## src/rtl/lcd_seq_writer.sv

```systemverilog
// lcd_seq_writer
//   Burst writer that copies a host-loaded table of DEPTH bytes into the LCD
//   display RAM at consecutive addresses starting from BASE_ADDR.
//
// Optional feature macro: LCD_SEQ_REFRESH_EN
//   When defined, a finished pass restarts from entry 0 with the same length
//   (continuous refresh) until stop is seen high in the FIN cycle. The table
//   can then only be written during the FIN cycle.
//
// Ports
//   clk2      clock, all logic on its rising edge
//   rst       synchronous active-high reset
//   stop      (LCD_SEQ_REFRESH_EN only) leave the refresh loop after this pass
//   tbl_we    table write strobe, honoured only while no burst is running
//   tbl_addr  table write index (indices >= DEPTH are dropped)
//   tbl_data  table write data
//   start     begin a burst, honoured only when idle
//   len       number of entries to write, clamped to DEPTH
//   wr_rdy    RAM accepts the presented write this cycle
//   wr1       RAM write valid
//   addr1     RAM write address, BASE_ADDR + index modulo 2^ADDR_W
//   dbi1      RAM write data
//   busy      burst in progress
//   done      one-cycle pulse when a burst (pass) completes
//   led       sticky flag: a burst has completed since reset
module lcd_seq_writer #(
  parameter int                DATA_W    = 8,
  parameter int                ADDR_W    = 8,
  parameter int                DEPTH     = 16,
  parameter logic [ADDR_W-1:0] BASE_ADDR = '0,
  localparam int               LEN_W     = $clog2(DEPTH + 1),
  localparam int               TA_W      = (DEPTH > 1) ? $clog2(DEPTH) : 1
) (
  input  logic              clk2,
  input  logic              rst,
`ifdef LCD_SEQ_REFRESH_EN
  input  logic              stop,
`endif
  input  logic              tbl_we,
  input  logic [TA_W-1:0]   tbl_addr,
  input  logic [DATA_W-1:0] tbl_data,
  input  logic              start,
  input  logic [LEN_W-1:0]  len,
  input  logic              wr_rdy,
  output logic              wr1,
  output logic [ADDR_W-1:0] addr1,
  output logic [DATA_W-1:0] dbi1,
  output logic              busy,
  output logic              done,
  output logic              led
);

  typedef enum logic [1:0] {IDLE, WRITE, FIN} state_t;

  state_t            state, state_nx;
  logic [DATA_W-1:0] tbl [DEPTH];
  logic              tbl_wen;
  logic [DATA_W-1:0] tbl0_rd;

  logic              vld_p0;
  logic [LEN_W-1:0]  len_p0;

  logic [TA_W-1:0]   index, index_nx, idx_inc;
  logic [LEN_W-1:0]  n, n_nx;
  logic              last;
  logic              wr1_nx, busy_nx, done_nx, led_nx;
  logic [ADDR_W-1:0] addr_nx;
  logic [DATA_W-1:0] dbi_nx;

  function automatic logic [LEN_W-1:0] sat_len(input logic [LEN_W-1:0] l);
    return (l > LEN_W'(DEPTH)) ? LEN_W'(DEPTH) : l;
  endfunction

  function automatic logic [ADDR_W-1:0] ram_addr(input logic [TA_W-1:0] i);
    return BASE_ADDR + ADDR_W'(i);
  endfunction

`ifdef LCD_SEQ_REFRESH_EN
  assign tbl_wen = tbl_we && (state == FIN) && (int'(tbl_addr) < DEPTH);
`else
  assign tbl_wen = tbl_we && !busy && (int'(tbl_addr) < DEPTH);
`endif

  // A write landing on entry 0 at the edge a new pass begins must be seen by
  // that pass, so bypass the array for the entry-0 read.
  assign tbl0_rd = (tbl_wen && (tbl_addr == '0)) ? tbl_data : tbl[0];

  always_ff @(posedge clk2) begin
    if (tbl_wen) tbl[tbl_addr] <= tbl_data;
  end

  // Stage p0: capture start/len; start is dropped unless the FSM is idle.
  always_ff @(posedge clk2) begin
    if (rst) vld_p0 <= 1'b0;
    else     vld_p0 <= start && (state == IDLE);
    len_p0 <= len;
  end

  always_comb begin
    state_nx = state;
    index_nx = index;
    n_nx     = n;
    wr1_nx   = wr1;
    busy_nx  = busy;
    done_nx  = 1'b0;
    led_nx   = led;
    addr_nx  = addr1;
    dbi_nx   = dbi1;
    idx_inc  = index + 1'b1;
    last     = (LEN_W'(index) + LEN_W'(1)) == n;
    case (state)
      IDLE: begin
        if (vld_p0) begin
          n_nx     = sat_len(len_p0);
          index_nx = '0;
          if (len_p0 == '0) begin
            state_nx = FIN;
            done_nx  = 1'b1;
            led_nx   = 1'b1;
          end else begin
            state_nx = WRITE;
            wr1_nx   = 1'b1;
            busy_nx  = 1'b1;
            addr_nx  = ram_addr('0);
            dbi_nx   = tbl0_rd;
          end
        end
      end
      WRITE: begin
        if (wr1 && wr_rdy) begin
          if (last) begin
            state_nx = FIN;
            wr1_nx   = 1'b0;
            busy_nx  = 1'b0;
            done_nx  = 1'b1;
            led_nx   = 1'b1;
          end else begin
            index_nx = idx_inc;
            addr_nx  = ram_addr(idx_inc);
            dbi_nx   = tbl[idx_inc];
          end
        end
      end
      FIN: begin
`ifdef LCD_SEQ_REFRESH_EN
        if (stop) begin
          state_nx = IDLE;
        end else begin
          state_nx = WRITE;
          index_nx = '0;
          wr1_nx   = 1'b1;
          busy_nx  = 1'b1;
          addr_nx  = ram_addr('0);
          dbi_nx   = tbl0_rd;
        end
`else
        state_nx = IDLE;
`endif
      end
      default: state_nx = IDLE;
    endcase
  end

  // Stage p1: FSM state and registered RAM-side outputs.
  always_ff @(posedge clk2) begin
    if (rst) begin
      state <= IDLE;
      index <= '0;
      n     <= '0;
      wr1   <= 1'b0;
      busy  <= 1'b0;
      done  <= 1'b0;
      led   <= 1'b0;
      addr1 <= '0;
      dbi1  <= '0;
    end else begin
      state <= state_nx;
      index <= index_nx;
      n     <= n_nx;
      wr1   <= wr1_nx;
      busy  <= busy_nx;
      done  <= done_nx;
      led   <= led_nx;
      addr1 <= addr_nx;
      dbi1  <= dbi_nx;
    end
  end

endmodule

```

## config.mk

```make
export PLATFORM = sky130hd
export DESIGN_NAME = lcd_seq_writer
export DESIGN_NICKNAME = d
export VERILOG_FILES = /design/src/rtl/lcd_seq_writer.sv
export SDC_FILE = /design/constraint.sdc
export NUM_CORES = 1
export LEC_CHECK = 0
export ABC_CLOCK_PERIOD_IN_PS = 2870
export CAP_MARGIN = 10
export CORE_MARGIN = 4
export CORE_UTILIZATION = 59
export DETAILED_ROUTE_END_ITERATION = 10
export GPL_TIMING_DRIVEN = 1
export PLACE_DENSITY = 0.87
export SYNTH_ARGS = -nofsm -noshare
export SYNTH_HDL_FRONTEND = slang
export SYNTH_SLANG_ARGS = --single-unit
```

## constraint.sdc

```tcl
create_clock -name clk2 -period 2.87 [get_ports clk2]
set_input_delay 0.574 -clock clk2 [delete_from_list [all_inputs] [get_ports clk2]]
set_output_delay 0.574 -clock clk2 [all_outputs]
set_load 0.03 [all_outputs]
```

### After elaboration in Yosys (flattened, before gate mapping)

Memory sizes are Yosys's and may differ from the RTL's.
Index checks and enable logic that the tools add are counted.

* memories kept: 1
* output and inout bits: 20
* logic and storage cells: 75
* flip-flop bits (word level): 36
* input bits: 22
* memory bits (writable): 128

* $lt $le $gt $ge: 1
* muxes and demuxes: 38
* reduce and logical (&&, ||, !) cells: 15
* equality and inequality tests: 8
* add/sub/neg operators: 2

Memories
* tbl: depth 16, width 8, rd ports 2, clocked after Yosys merged registers in 0, write ports 1, line 56 `logic [DATA_W-1:0] tbl [DEPTH];`

Operators by type and width (count)
* 2-to-1 mux 8 bit: 9
* one-hot mux 8 bit (2 select lines): 2
* AND reduction 5 bit: 3
* 2-to-1 mux 1 bit: 14
* 2-to-1 mux 4 bit: 3
* != test 2 bit, second input constant: 5
* 2-to-1 mux 2 bit: 4
* one-hot mux 4 bit (2 select lines): 1
* one-hot mux 1 bit (2 select lines): 3
* adder 4 x 1 -> 5 bit, second input constant: 1
* equality test 5 bit: 1
* greater-than comparator 5 bit, second input constant: 1
* logical NOT 5 bit: 1
* 2-to-1 mux 5 bit: 1
* adder 4 x 1 -> 4 bit, second input constant: 1
* logical AND 1 bit: 4
* logical NOT 4 bit: 1
* one-hot mux 2 bit (2 select lines): 1
* AND reduction 4 bit: 1
* AND reduction 3 bit: 1
* equality test 2 x 1 -> 1 bit, second input constant: 1
* logical NOT 2 bit: 1
* != test 2 x 1 -> 1 bit, second input constant: 1
* AND reduction 2 bit: 1
* other kinds (2): 2

### Longest topological paths before layout

* depth after elaboration: 7
* mapped depth: 8

### Least setup slack after synthesis

OpenSTA, ideal clock, no wires.

* path kind: input port to flip-flop
* from: in tbl_addr[3]
* to: reg dbi1[2]
* data arrival time: 2038 ps
* slack: 695 ps
* buffers on the path: 0
* stages on the path: 5
* data required time: 2733 ps
* library setup time: 137 ps
* cell sequence: or3_4 > nor3_4 > mux2_1 > a21oi_1 > a211oi_2

* longest elaborated chain between the ends: 6

Ends and longest elaborated chain
* start: declaration: line 40 `input logic [TA_W-1:0] tbl_addr,`
* logical NOT 4 bit: line 86 `assign tbl0_rd = (tbl_wen && (tbl_addr == '0)) ? tbl_data : tbl[0];`
* logical AND 1 bit: line 86
* 2-to-1 mux 8 bit: line 86
* 2-to-1 mux 8 bit: line 116 `if (len_p0 == '0) begin`
* 2-to-1 mux 8 bit: line 113 `if (vld_p0) begin`
* one-hot mux 8 bit (2 select lines): line 111 `case (state)`
* end signal: assignment: line 185 `dbi1 <= dbi_nx;`
* end: declaration: line 47 `output logic [DATA_W-1:0] dbi1,`

No other way between the ends. The select of a mux whose other input is x is not followed.
A chain may end at the register's enable or synchronous reset.

### Worst setup path in the final report

* from: reg index[0]
* to: reg dbi1[5]

* longest elaborated chain between the ends: 5

Ends and longest elaborated chain
* start: declaration: line 63 `logic [TA_W-1:0] index, index_nx, idx_inc;`
* start signal: assignment: line 178 `index <= index_nx;`
* adder 4 x 1 -> 4 bit: line 109 `idx_inc = index + 1'b1;`
* memory (16 x 8 bit)
* 2-to-1 mux 8 bit: line 131 `if (last) begin`
* 2-to-1 mux 8 bit: line 130 `if (wr1 && wr_rdy) begin`
* one-hot mux 8 bit (2 select lines): line 111

Parallel ways exist; a longest one is shown, timed or not. The select of a mux whose other input is x is not followed.

==> impl_metrics.ini <==
[status]
status = finished clean

[placed_design]
numPortBuffers = 37
dp.cells = 584
place.detailed.hpwl_microns = 9256
place_ws_ns = 0.1989
gp_congestion = 0.8221

[drt]
via_count = 3820
totalWireLength_microns = 14660
dr.first_iter.drc_count = 446
post_drt_via_cell_ratio = 6.201
detail-route-antenna-nets = 0
detail_route.drc_violations = 0
first_pass_drt_iterations = 5
routedWlPerCell_microns = 23.81

[worst_setup_path]
timing_worst_setup_path_type = reg -> reg
worst-path-max-fanout = 10
crit-reg2reg-launch = index[0]
end_kind = register
worst-r2r-cell-count = 7
slowest_cell_on_the_critical_path = dfxtp_2
worstPathArrival_ns = 2.75
worst-r2r-setup-slack_ns = 0.45
critical_path.startpoint = index[0]
crit_chain = ha_1 -> xor2_4 -> a211oi_4 -> o21a_4 -> a31oi_4 -> nor2_1 -> a211oi_2
start_kind = register
slowest_delay_ns = 0.51
timing.critical_path.required_ns = 3.20
regToRegEndpoint = dbi1[5]

[finish]
synthToLayoutAreaGrowth_pct = 18.92
design.final.nets = 486
fill_cells = 661
drive_gt1_share_pct = 24.37
post_layout_nonfiller_instances = 616
antenna-diode-count = 0
postLayoutCoreUtil_pct = 72.43

[power]
power.sequential.fraction_pct = 50.6
power.share.combinational_pct = 6.8
pwr-share-clk_pct = 42.5
total_switching_power_uw = 1098
internal_power_uw = 3990
swShare_pct = 21.58
total_power_density_per_cell_area_nw_per_um2 = 642.3
worst_ir_drop_on_vdd_mv = 0.7825
p_leak_uw = 0.002641

[sta]
slew_at_the_pin_with_the_worst_max_slew_slack_ns = 0.6040
min_period_ns = 2.424
layout_worst_path_cycle_share_pct = 84.46
worst_slew_margin_pct = 59.74
final.setup_skew_ns = 0.01221
hold_viol = 0
timing.setup.tns_ns = 0
final-setup-viol-count = 0
finalWorstSetupSlack_ns = 0.4459
max_clock_freq_mhz = 412.5
grt_setup_unrepaired = no
drv_slew = 0
holdWs_ns = 0.4585

[min_path]
min_to = led
worstHoldPathType = reg -> reg
origin_of_the_worst_min_delay_path = led
hold-path-cell-count = 2

[clocking]
h-tree-depth = 4
cts-buffers-inserted = 17
tritoncts_num_sinks = 160
ctsLongestPathBuffers = 2
post_cts_resize_count = 0
ctsRootBufferMaster = clkbuf_16
hold_buffers = 0
post_cts_setup_driven_buffer_insertion_count = 0
clk_pin_slew_ns = 0.06
insertion_delay_ns = 0.43
tritoncts = done

[grt]
grt_first_pass_wirelength_microns = 22900
vias_in_the_first_global_route = 3964
groute.usage.overall_pct = 24.31
grt_overflow_total = 0
pin_count_of_the_biggest_net_entering_global_routing = 33
grt_antenna_before_repair = 1

[die]
fp.dieH_microns = 114.2
boundaryPins = 42
core_region_area_sq_um = 10940
num_rows = 38
starting_density_pct = 60.90
die_x_microns = 114.2
dieArea_sq_um = 13050

[synthesis]
ys.flop_type = edfxtp_1
yosys_register_bits = 160
synth_area_sq_um = 6660
mapped_avg_cell_area_sq_um = 16.90
share_of_the_yosys_chip_area_belonging_to_registers_pct = 67.33
async_reset_ff_share_pct = 0
postSynthCellCount = 394
yosysWarnings = 0
post_synth_num_cell_types = 52
synth_edf_count = 128

[flow_run]
max_cap_viol_count = 0
==> placed cells by master, fill, tap and decap left out, drive strengths merged, types with 2 or more instances in the layout <==
cell type        n
a211oi           9
a21oi           27
a31oi            2
buf             32
bufinv           2
clkbuf          23
clkdlybuf4s50   37
clkinv           4
clkinvlp         2
conb             4
dfxtp           32
edfxtp         128
inv              5
mux2             8
mux2i           24
mux4            32
nand2           13
nand2b           5
nand3            5
nand3b           5
nor2            30
nor3             6
o21a             2
o21ai           19
or2              2
xnor2            3
xor2             3
==> state kept, by name, indices dropped and copies added (netlist names) <==
register / cells
n: 5
done: 1
index: 4
led: 1
vld_p0: 1
tbl: 128
len_p0: 5
dbi1: 8
busy: 1
state: 2
addr1: 4
==> area by class of cell <==
cell class              count  area (sq um)  share of cell area (%)
flip-flops and latches    160          4486                   56.64
multi-input cells         211          2027                   25.59
clock inverters             9         111.4                   1.406
clock buffers              23         457.9                   5.782
repair buffers             69         648.1                   8.183
inverters                   4         15.01                  0.1896
well taps                 140         175.2                   2.212
==> metrics by stage <==
step | instance area (sq um) | power [uW]
after floorplan | 6671 | 2809
after global placement | 7351 | 2948
after detailed placement | 7351 | 2964
after CTS | 7920 | 5117
after global routing | 7920 | 5248
final | 7920 | 5087
==> kinds of logic after synthesis <==
family	Yosys count	synth area share, %
adder cells (fa/ha/maj)	1	0.1878
buffers and inverters	26	2.404
AO/OA/AOI/OAI	62	6.651
AND/OR/NAND/NOR	74	6.125
XOR/XNOR	6	1.465
multiplexers	64	15.78
flip-flops	160	67.33
other	1	0.05631
==> synth_stat cells (2+ instances only) <==
| cell type | instances | share of area, % |
|---|---|---|
| edfxtp_1 | 128 | 58 |
| dfxtp_1 | 32 | 9.6 |
| mux4_2 | 32 | 11 |
| nor2_1 | 29 | 1.6 |
| a21oi_1 | 26 | 2.0 |
| mux2i_1 | 24 | 3.6 |
| o21ai_1 | 18 | 1.4 |
| nand2_1 | 13 | 0.73 |
| buf_4 | 9 | 1.0 |
| a211oi_2 | 8 | 1.5 |
| mux2_1 | 8 | 1.4 |
| clkbuf_1 | 5 | 0.28 |
| nand3b_1 | 5 | 0.56 |
| inv_1 | 4 | 0.23 |
| nand2b_1 | 4 | 0.38 |
| nand3_1 | 4 | 0.30 |
| nor3_1 | 4 | 0.30 |
| buf_2 | 3 | 0.23 |
| buf_1 | 2 | 0.11 |
| buf_6 | 2 | 0.34 |
| xnor2_1 | 2 | 0.26 |
| xor2_4 | 2 | 0.83 |
==> worst max path at each step <==
stage | to | cells past startpoint
after floorplan | dbi1[2] | 5
after global placement | dbi1[4] | 8
after detailed placement | dbi1[7] | 8
after CTS | dbi1[5] | 7
after global routing | addr1[0] | 7
final | dbi1[5] | 7
==> per-layer routing <==
metal	track usage, %	wire length, microns
met5	0	13
met4	9.422	416
met3	6.237	1017
met2	38.80	7268
met1	32.46	5948
==> power by group through the flow <==
stage	Sequential, uW	Clock [uW]	Combinational, uW
floorplan	2640	0	173
global placement	2620	0	329
detailed placement	2620	0	342
CTS	2570	2190	348
global route	2580	2300	373
finish	2570	2160	348
==> critical path, delay by kind of cell, from the launching register on <==
kind	cells	cell delay (ns)
DFF	1	0.51
xor gates and xnor gates	1	0.47
adders and majority gates	1	0.38
AOI/OAI and AO/OA	4	0.85
and+or+nand+nor	1	0.12
No activity file was read; power rests on OpenSTA's default activity.
